### src/rtl/game_sequencer.sv
// Match-level controller for the tennis datapath: frame tick from vsync, match FSM,
// ball/paddle step enables, miss/hit bookkeeping and rally speed-up.
module game_sequencer #(
  parameter int INIT_PERIOD    = 3,
  parameter int MIN_PERIOD     = 1,
  parameter int HITS_PER_LEVEL = 4,
  parameter int PADDLE_DIV     = 2,
  parameter int SERVE_FRAMES   = 30,
  parameter int POINT_FRAMES   = 60,
  parameter int MAX_MISSES     = 8
) (
  input  logic       char_clock,
  input  logic       reset,
  input  logic       vsync,
  input  logic [3:0] key,
  input  logic       hit,
  input  logic       goal,
  output logic       ball_step,
  output logic       ball_load,
  output logic       paddle_up,
  output logic       paddle_down,
  output logic [2:0] state,
  output logic [3:0] misses,
  output logic [7:0] hits,
  output logic [3:0] period
);

  localparam int FC_MAX = (SERVE_FRAMES > POINT_FRAMES) ? SERVE_FRAMES : POINT_FRAMES;
  localparam int FC_W   = $clog2(FC_MAX + 1);
  localparam int LVL_W  = $clog2(HITS_PER_LEVEL + 1);

  typedef enum logic [2:0] {
    S_IDLE  = 3'd0,
    S_SERVE = 3'd1,
    S_PLAY  = 3'd2,
    S_PAUSE = 3'd3,
    S_POINT = 3'd4,
    S_OVER  = 3'd5
  } state_t;

  state_t           state_q, state_d;
  logic             vs_s1_q, vs_s1_d, vs_s2_q, vs_s2_d, vs_prev_q, vs_prev_d;
  logic [3:0]       key_s1_q, key_s1_d, key_s2_q, key_s2_d, key_prev_q, key_prev_d;
  logic [3:0]       misses_q, misses_d, period_q, period_d;
  logic [7:0]       hits_q, hits_d;
  logic [LVL_W-1:0] level_q, level_d;
  logic [FC_W-1:0]  frame_cnt_q, frame_cnt_d;
  logic [3:0]       step_cnt_q, step_cnt_d, pad_cnt_q, pad_cnt_d;
  logic             ball_step_q, ball_step_d, ball_load_q, ball_load_d;
  logic             paddle_up_q, paddle_up_d, paddle_down_q, paddle_down_d;
  logic             frame_tick, start_press, abort_press, start_match;

  assign frame_tick  = vs_s2_q & ~vs_prev_q;
  assign start_press = key_prev_q[2] & ~key_s2_q[2];
  assign abort_press = key_prev_q[3] & ~key_s2_q[3];

  always_comb begin
    vs_s1_d      = vsync;
    vs_s2_d      = vs_s1_q;
    vs_prev_d    = vs_s2_q;
    key_s1_d     = key;
    key_s2_d     = key_s1_q;
    key_prev_d   = key_s2_q;
    state_d      = state_q;
    misses_d     = misses_q;
    hits_d       = hits_q;
    period_d     = period_q;
    level_d      = level_q;
    frame_cnt_d  = frame_cnt_q;
    step_cnt_d   = step_cnt_q;
    pad_cnt_d    = pad_cnt_q;
    ball_step_d  = 1'b0;
    ball_load_d  = 1'b0;
    paddle_up_d  = 1'b0;
    paddle_down_d = 1'b0;
    start_match  = 1'b0;

    if (abort_press) begin
      state_d = S_IDLE;
    end else begin
      case (state_q)
        S_IDLE, S_OVER: start_match = start_press;
        S_SERVE: begin
          if (frame_tick) begin
            if (frame_cnt_q == FC_W'(SERVE_FRAMES - 1)) begin
              state_d    = S_PLAY;
              step_cnt_d = '0;
            end else begin
              frame_cnt_d = frame_cnt_q + 1'b1;
            end
          end
        end
        S_PLAY: begin
          // A goal ends the rally outright, so a coincident hit is dropped.
          if (goal) begin
            misses_d = misses_q + 4'd1;
            state_d  = (misses_q + 4'd1 == 4'(MAX_MISSES)) ? S_OVER : S_POINT;
          end else begin
            if (hit) begin
              if (hits_q != 8'hFF) hits_d = hits_q + 8'd1;
              if (level_q == LVL_W'(HITS_PER_LEVEL - 1)) begin
                level_d = '0;
                if (period_q > 4'(MIN_PERIOD)) period_d = period_q - 4'd1;
              end else begin
                level_d = level_q + 1'b1;
              end
            end
            if (start_press) begin
              state_d = S_PAUSE;
            end else if (frame_tick) begin
              if (step_cnt_q + 4'd1 >= period_q) begin
                ball_step_d = 1'b1;
                step_cnt_d  = '0;
              end else begin
                step_cnt_d = step_cnt_q + 4'd1;
              end
            end
          end
        end
        S_PAUSE: if (start_press) state_d = S_PLAY;
        S_POINT: begin
          if (frame_tick) begin
            if (frame_cnt_q == FC_W'(POINT_FRAMES - 1)) begin
              state_d     = S_SERVE;
              ball_load_d = 1'b1;
            end else begin
              frame_cnt_d = frame_cnt_q + 1'b1;
            end
          end
        end
        default: state_d = S_IDLE;
      endcase
    end

    if (start_match) begin
      misses_d    = '0;
      hits_d      = '0;
      level_d     = '0;
      period_d    = 4'(INIT_PERIOD);
      ball_load_d = 1'b1;
      state_d     = S_SERVE;
    end

    // Paddle only moves while the match stays in SERVE/PLAY through this cycle.
    if (frame_tick && (state_q == S_SERVE || state_q == S_PLAY) &&
        (state_d == S_SERVE || state_d == S_PLAY)) begin
      if (pad_cnt_q + 4'd1 >= 4'(PADDLE_DIV)) begin
        pad_cnt_d     = '0;
        paddle_up_d   = ~key_s2_q[0];
        paddle_down_d = key_s2_q[0] & ~key_s2_q[1];
      end else begin
        pad_cnt_d = pad_cnt_q + 4'd1;
      end
    end

    if (state_d != state_q) begin
      frame_cnt_d = '0;
      pad_cnt_d   = '0;
    end
  end

  always_ff @(posedge char_clock) begin
    if (reset) begin
      vs_s1_q       <= 1'b0;
      vs_s2_q       <= 1'b0;
      vs_prev_q     <= 1'b0;
      key_s1_q      <= 4'hF;
      key_s2_q      <= 4'hF;
      key_prev_q    <= 4'hF;
      state_q       <= S_IDLE;
      misses_q      <= '0;
      hits_q        <= '0;
      period_q      <= 4'(INIT_PERIOD);
      level_q       <= '0;
      frame_cnt_q   <= '0;
      step_cnt_q    <= '0;
      pad_cnt_q     <= '0;
      ball_step_q   <= 1'b0;
      ball_load_q   <= 1'b0;
      paddle_up_q   <= 1'b0;
      paddle_down_q <= 1'b0;
    end else begin
      vs_s1_q       <= vs_s1_d;
      vs_s2_q       <= vs_s2_d;
      vs_prev_q     <= vs_prev_d;
      key_s1_q      <= key_s1_d;
      key_s2_q      <= key_s2_d;
      key_prev_q    <= key_prev_d;
      state_q       <= state_d;
      misses_q      <= misses_d;
      hits_q        <= hits_d;
      period_q      <= period_d;
      level_q       <= level_d;
      frame_cnt_q   <= frame_cnt_d;
      step_cnt_q    <= step_cnt_d;
      pad_cnt_q     <= pad_cnt_d;
      ball_step_q   <= ball_step_d;
      ball_load_q   <= ball_load_d;
      paddle_up_q   <= paddle_up_d;
      paddle_down_q <= paddle_down_d;
    end
  end

  assign ball_step   = ball_step_q;
  assign ball_load   = ball_load_q;
  assign paddle_up   = paddle_up_q;
  assign paddle_down = paddle_down_q;
  assign state       = state_q;
  assign misses      = misses_q;
  assign hits        = hits_q;
  assign period      = period_q;

endmodule
### config.mk
export PLATFORM = sky130hd
export DESIGN_NAME = game_sequencer
export DESIGN_NICKNAME = d
export VERILOG_FILES = /design/src/rtl/game_sequencer.sv
export SDC_FILE = /design/constraint.sdc
export NUM_CORES = 1
export LEC_CHECK = 0
export CORE_MARGIN = 3
export CORE_UTILIZATION = 60
export DETAILED_ROUTE_END_ITERATION = 10
export PLACE_DENSITY = 0.88
export SETUP_SLACK_MARGIN = 0.05
export SLEW_MARGIN = 20
export SYNTH_ARGS = -nofsm -noshare
export SYNTH_HDL_FRONTEND = slang
export SYNTH_SLANG_ARGS = --single-unit
export TNS_END_PERCENT = 1
### constraint.sdc
create_clock -name char_clock -period 4.9 [get_ports char_clock]
set_clock_uncertainty 0.05 [all_clocks]
set_input_delay 1.47 -clock char_clock [delete_from_list [all_inputs] [get_ports char_clock]]
set_output_delay 1.47 -clock char_clock [all_outputs]
set_load 0.01 [all_outputs]
==> results by group <==
Routing
  – 1st-pass router iterations: 5
  – Iteration-0 DRC count of the detailed router: 211
  – Vias: 2229
  – Vias/cell: 5.93
  – Avg WL per Cell: 14.3 um
  – Drt drc: 0
  – Drt total wl: between 5 and 6 mm
  – Post-route antenna net violation count: 0

Global route
  – Vias in the first global route: about 2100
  – Total grt overflow: 0
  – Antenna violations before repair: 0
  – First-pass GRT wire length: between 9 and 10 mm
  – Total Routing Usage GR: between 20 and 25%
  – Busiest grt layer: met2
  – Met3 GRT Util: about 3.6%
  – Grt met1 use: 27.7%
  – GR Util met2: 35.6%
  – Largest net degree at the start of global routing: 25

Power and ir drop
  – Gate power share: 7.5%
  – Pwr dens: roughly 270 mW/mm^2
  – Tot Pwr: 850 uW
  – Sw Share: 21.4%
  – VDD IR max: 0.168 mV
  – Leakage: ~0.0012 uW
  – Part of the power in registers: 52.1%
  – Power Internal: 668 uW
  – Clock power share: 40.4%
  – Switching power: around 180 uW

Placed design
  – RD Place Congestion: 0.937
  – Dpl ws: 1.23 ns
  – PortBufs: 31
  – Dpl hpwl: approximately 3.8 mm

Synth
  – Post-Syn Instances: between 200 and 300
  – Yosys warnings: 0
  – Post-Syn Area: 0.00273 mm^2
  – Avg Cell Area, Syn: roughly 9 um^2
  – Post-synth top flop: dfxtp_1
  – Syn nets: 320
  – FFs w/ async S/R, synth: 0%
  – Number of synthesized flops with an enable pin: 0
  – Post-synthesis cell type count: 58
  – Register bit total from synthesis: 53
  – Sequential area share after synthesis: about 40%

CTS
  – CTS max path bufs: 2
  – Setup bufs post-CTS: 0
  – Clk Tree Root Cell: clkbuf_8
  – CTS sink count: 53
  – CTS buffer count: 5
  – TritonCTS clock tree: yes
  – Post-CTS Resized: 0
  – Clk slew on worst S/H paths: about 0.09 ns
  – H-tree levels: 2
  – Hold-fix buffers, CTS: 0
  – Worst skew pair latency: 0.31 ns

Worst setup path
  – Worst path required time: just over 5 ns
  – Worst path max stage delay: roughly 0.66 ns
  – Crit path kind: input pin to flip-flop
  – Top delay family on crit path: compound AO/OA/AOI/OAI gates
  – CP Cell Sequence: clkdlybuf4s50_1 > nand4b_1 > o22ai_1 > o21ai_0 > a31oi_4 > mux2i_4 > nor2_1
  – Worst Path Buf+Inv: 1
  – Worst path arrival time: 3.52 ns
  – CP max FO: 10
  – Type of origin of the critical path: input pin
  – Worst path slowest cell: clkdlybuf4s50_1
  – CP endpoint kind: flip-flop

STA
  – Final worst slack: 1.52 ns
  – RSZ-0062 raised after global routing: no
  – Slew HR: between 50% and 60%
  – Final hold violations: 0
  – Endpoints failing setup: 0
  – Worst Tran Pin Value: 0.709 ns
  – Period Utilization, post-route: between 60% and 70%
  – TNS Setup: 0 ns
  – Max Clock Freq: roughly 300 MHz
  – Slew Viols, Final: 0
  – Crit path time final: 3.38 ns

Finish
  – Final #Nets: between 300 and 400
  – Fillers: 321
  – Inserted Diodes: 0
  – Area grow syn2layout: 16.8%
  – Layout cell share with drive strength beyond 1: 10.4%

Run status
  – Status: complete, no violations

Floorplan
  – Die Height: 73.5 um
  – Core Region: 0.00420 mm^2
  – I/O pins: 32
  – Initial core utilization: approximately two thirds
  – Num rows: 23
  – Die W: 73.5 um
  – Die Area: 0.00540 mm^2

Hold path
  – Worst min-delay path class: flip-flop to flip-flop

Flow run
  – Max cap viols: 0
## cell usage after synthesis (2+ instances only)
cell type	number	area (um^2)
a211oi_1	2	15.0
a211oi_2	2	25.0
a21o_1	4	30.0
a21oi_1	10	50.1
a31oi_1	4	25.0
and3_1	3	18.8
and4_1	3	26.3
buf_2	6	30.0
clkbuf_1	2	7.51
dfxtp_1	53	1060
ha_1	15	188
inv_1	9	33.8
mux2i_1	5	50.1
nand2_1	13	48.8
nand2b_1	10	62.6
nand3_1	11	55.1
nand3b_1	3	22.5
nand4_1	11	68.8
nand4b_1	2	17.5
nor2_1	30	113
nor2b_1	12	75.1
nor3_1	6	30.0
nor3b_1	2	15.0
nor3b_2	3	37.5
nor4_1	3	18.8
o21a_1	2	15.0
o21ai_0	8	40.0
o22ai_1	2	12.5
or2_2	10	62.6
xnor2_1	9	78.8
xor2_1	14	123
## layer usage
layer	vias up	wire length, um
li1	1102	-
met3	12	313
met1	1029	2360
met2	86	2570
met4	0	113
met5	-	0
## power groups by stage
stage               clock (uW)  combinational, uW  sequential (uW)
floorplan                    0               49.3              450
global placement             0               61.5              452
detailed placement           0               62.9              452
CTS                        350               63.3              442
global route               366               69.5              443
finish                     343               63.8              442
## worst paths after layout
| check | from | endpoint | slack, ns | cells after the start |
|---|---|---|---|---|
| min reg2reg | key_s1_q[2]$_SDFF_PP1_ | key_prev_d[2]$_SDFF_PP1_ | 0.36 | 1 |
| min | key_s1_q[2]$_SDFF_PP1_ | key_prev_d[2]$_SDFF_PP1_ | 0.36 | 1 |
| max | goal | frame_cnt_q[4]$_SDFFE_PP0P_ | 1.52 | 7 |
| max reg2reg | state[1]$_SDFF_PP0_ | hits[7]$_SDFFE_PP0P_ | 2.47 | 6 |
## per-stage QoR
stage	hold WS, ns	cells	instance area (um^2)	utilization, %
final	0.365	376	3190	75.9
after global routing	0.379	376	3190	75.9
after CTS	0.365	376	3190	75.9
after detailed placement	0.342	368	3050	72.7
after global placement	0.341	368	3050	72.7
after floorplan	0.339	296	2730	-
## final cells by class
type | instances | area, um^2 | area share (%)
clock buffers | 5 | 68.8 | 2.16
clock inverters | 3 | 65.1 | 2.04
flip-flops and latches | 53 | 1060 | 33.3
well taps | 50 | 62.6 | 1.96
repair buffers | 32 | 318 | 9.97
inverters | 10 | 37.5 | 1.18
multi-input cells | 223 | 1580 | 49.4
## cell usage in the layout, fill, tap and decap left out, types with 2 or more instances in the layout
master and n:
nand3b_1 3, nand4_1 11, and3_1 3, nor2b_1 12
o22ai_1 2, nor3b_1 2, nor3b_2 3, ha_1 15
a21o_1 4, nand2_1 13, nor3_1 6, and4_1 3
mux2i_1 5, o21a_1 2, nand3_1 11, a211oi_1 2
nand4b_1 2, nor2_1 30, clkbuf_8 5, xnor2_1 9
inv_1 9, bufinv_16 2, o21ai_0 8, xor2_1 14
clkdlybuf4s50_1 31, nor4_1 3, dfxtp_1 53, nand2b_1 10
a31oi_1 4, a21oi_1 10, or2_2 10, a211oi_2 2
## cell families (layout without fill, tap and decap cells)
| logic type | Yosys count | count (layout) | synth area share (%) |
|---|---|---|---|
| buffers and inverters | 20 | 50 | 3.44 |
| DFF | 53 | 53 | 38.9 |
| adders and majority gates | 15 | 15 | 6.87 |
| xor gates and xnor gates | 23 | 23 | 7.38 |
| AOI/OAI and AO/OA | 47 | 47 | 12.5 |
| and+or+nand+nor | 132 | 132 | 28.3 |
| muxes | 6 | 6 | 2.66 |
## flip-flops by register name, summed over array words and instances, names as in the netlist, 4 cells and up
name / count
key_prev_d: 4
frame_cnt_q: 6
misses: 4
period: 4
key_s1_q: 4
step_cnt_q: 4
pad_cnt_q: 4
hits: 8
(Power assumes the default switching activity.)
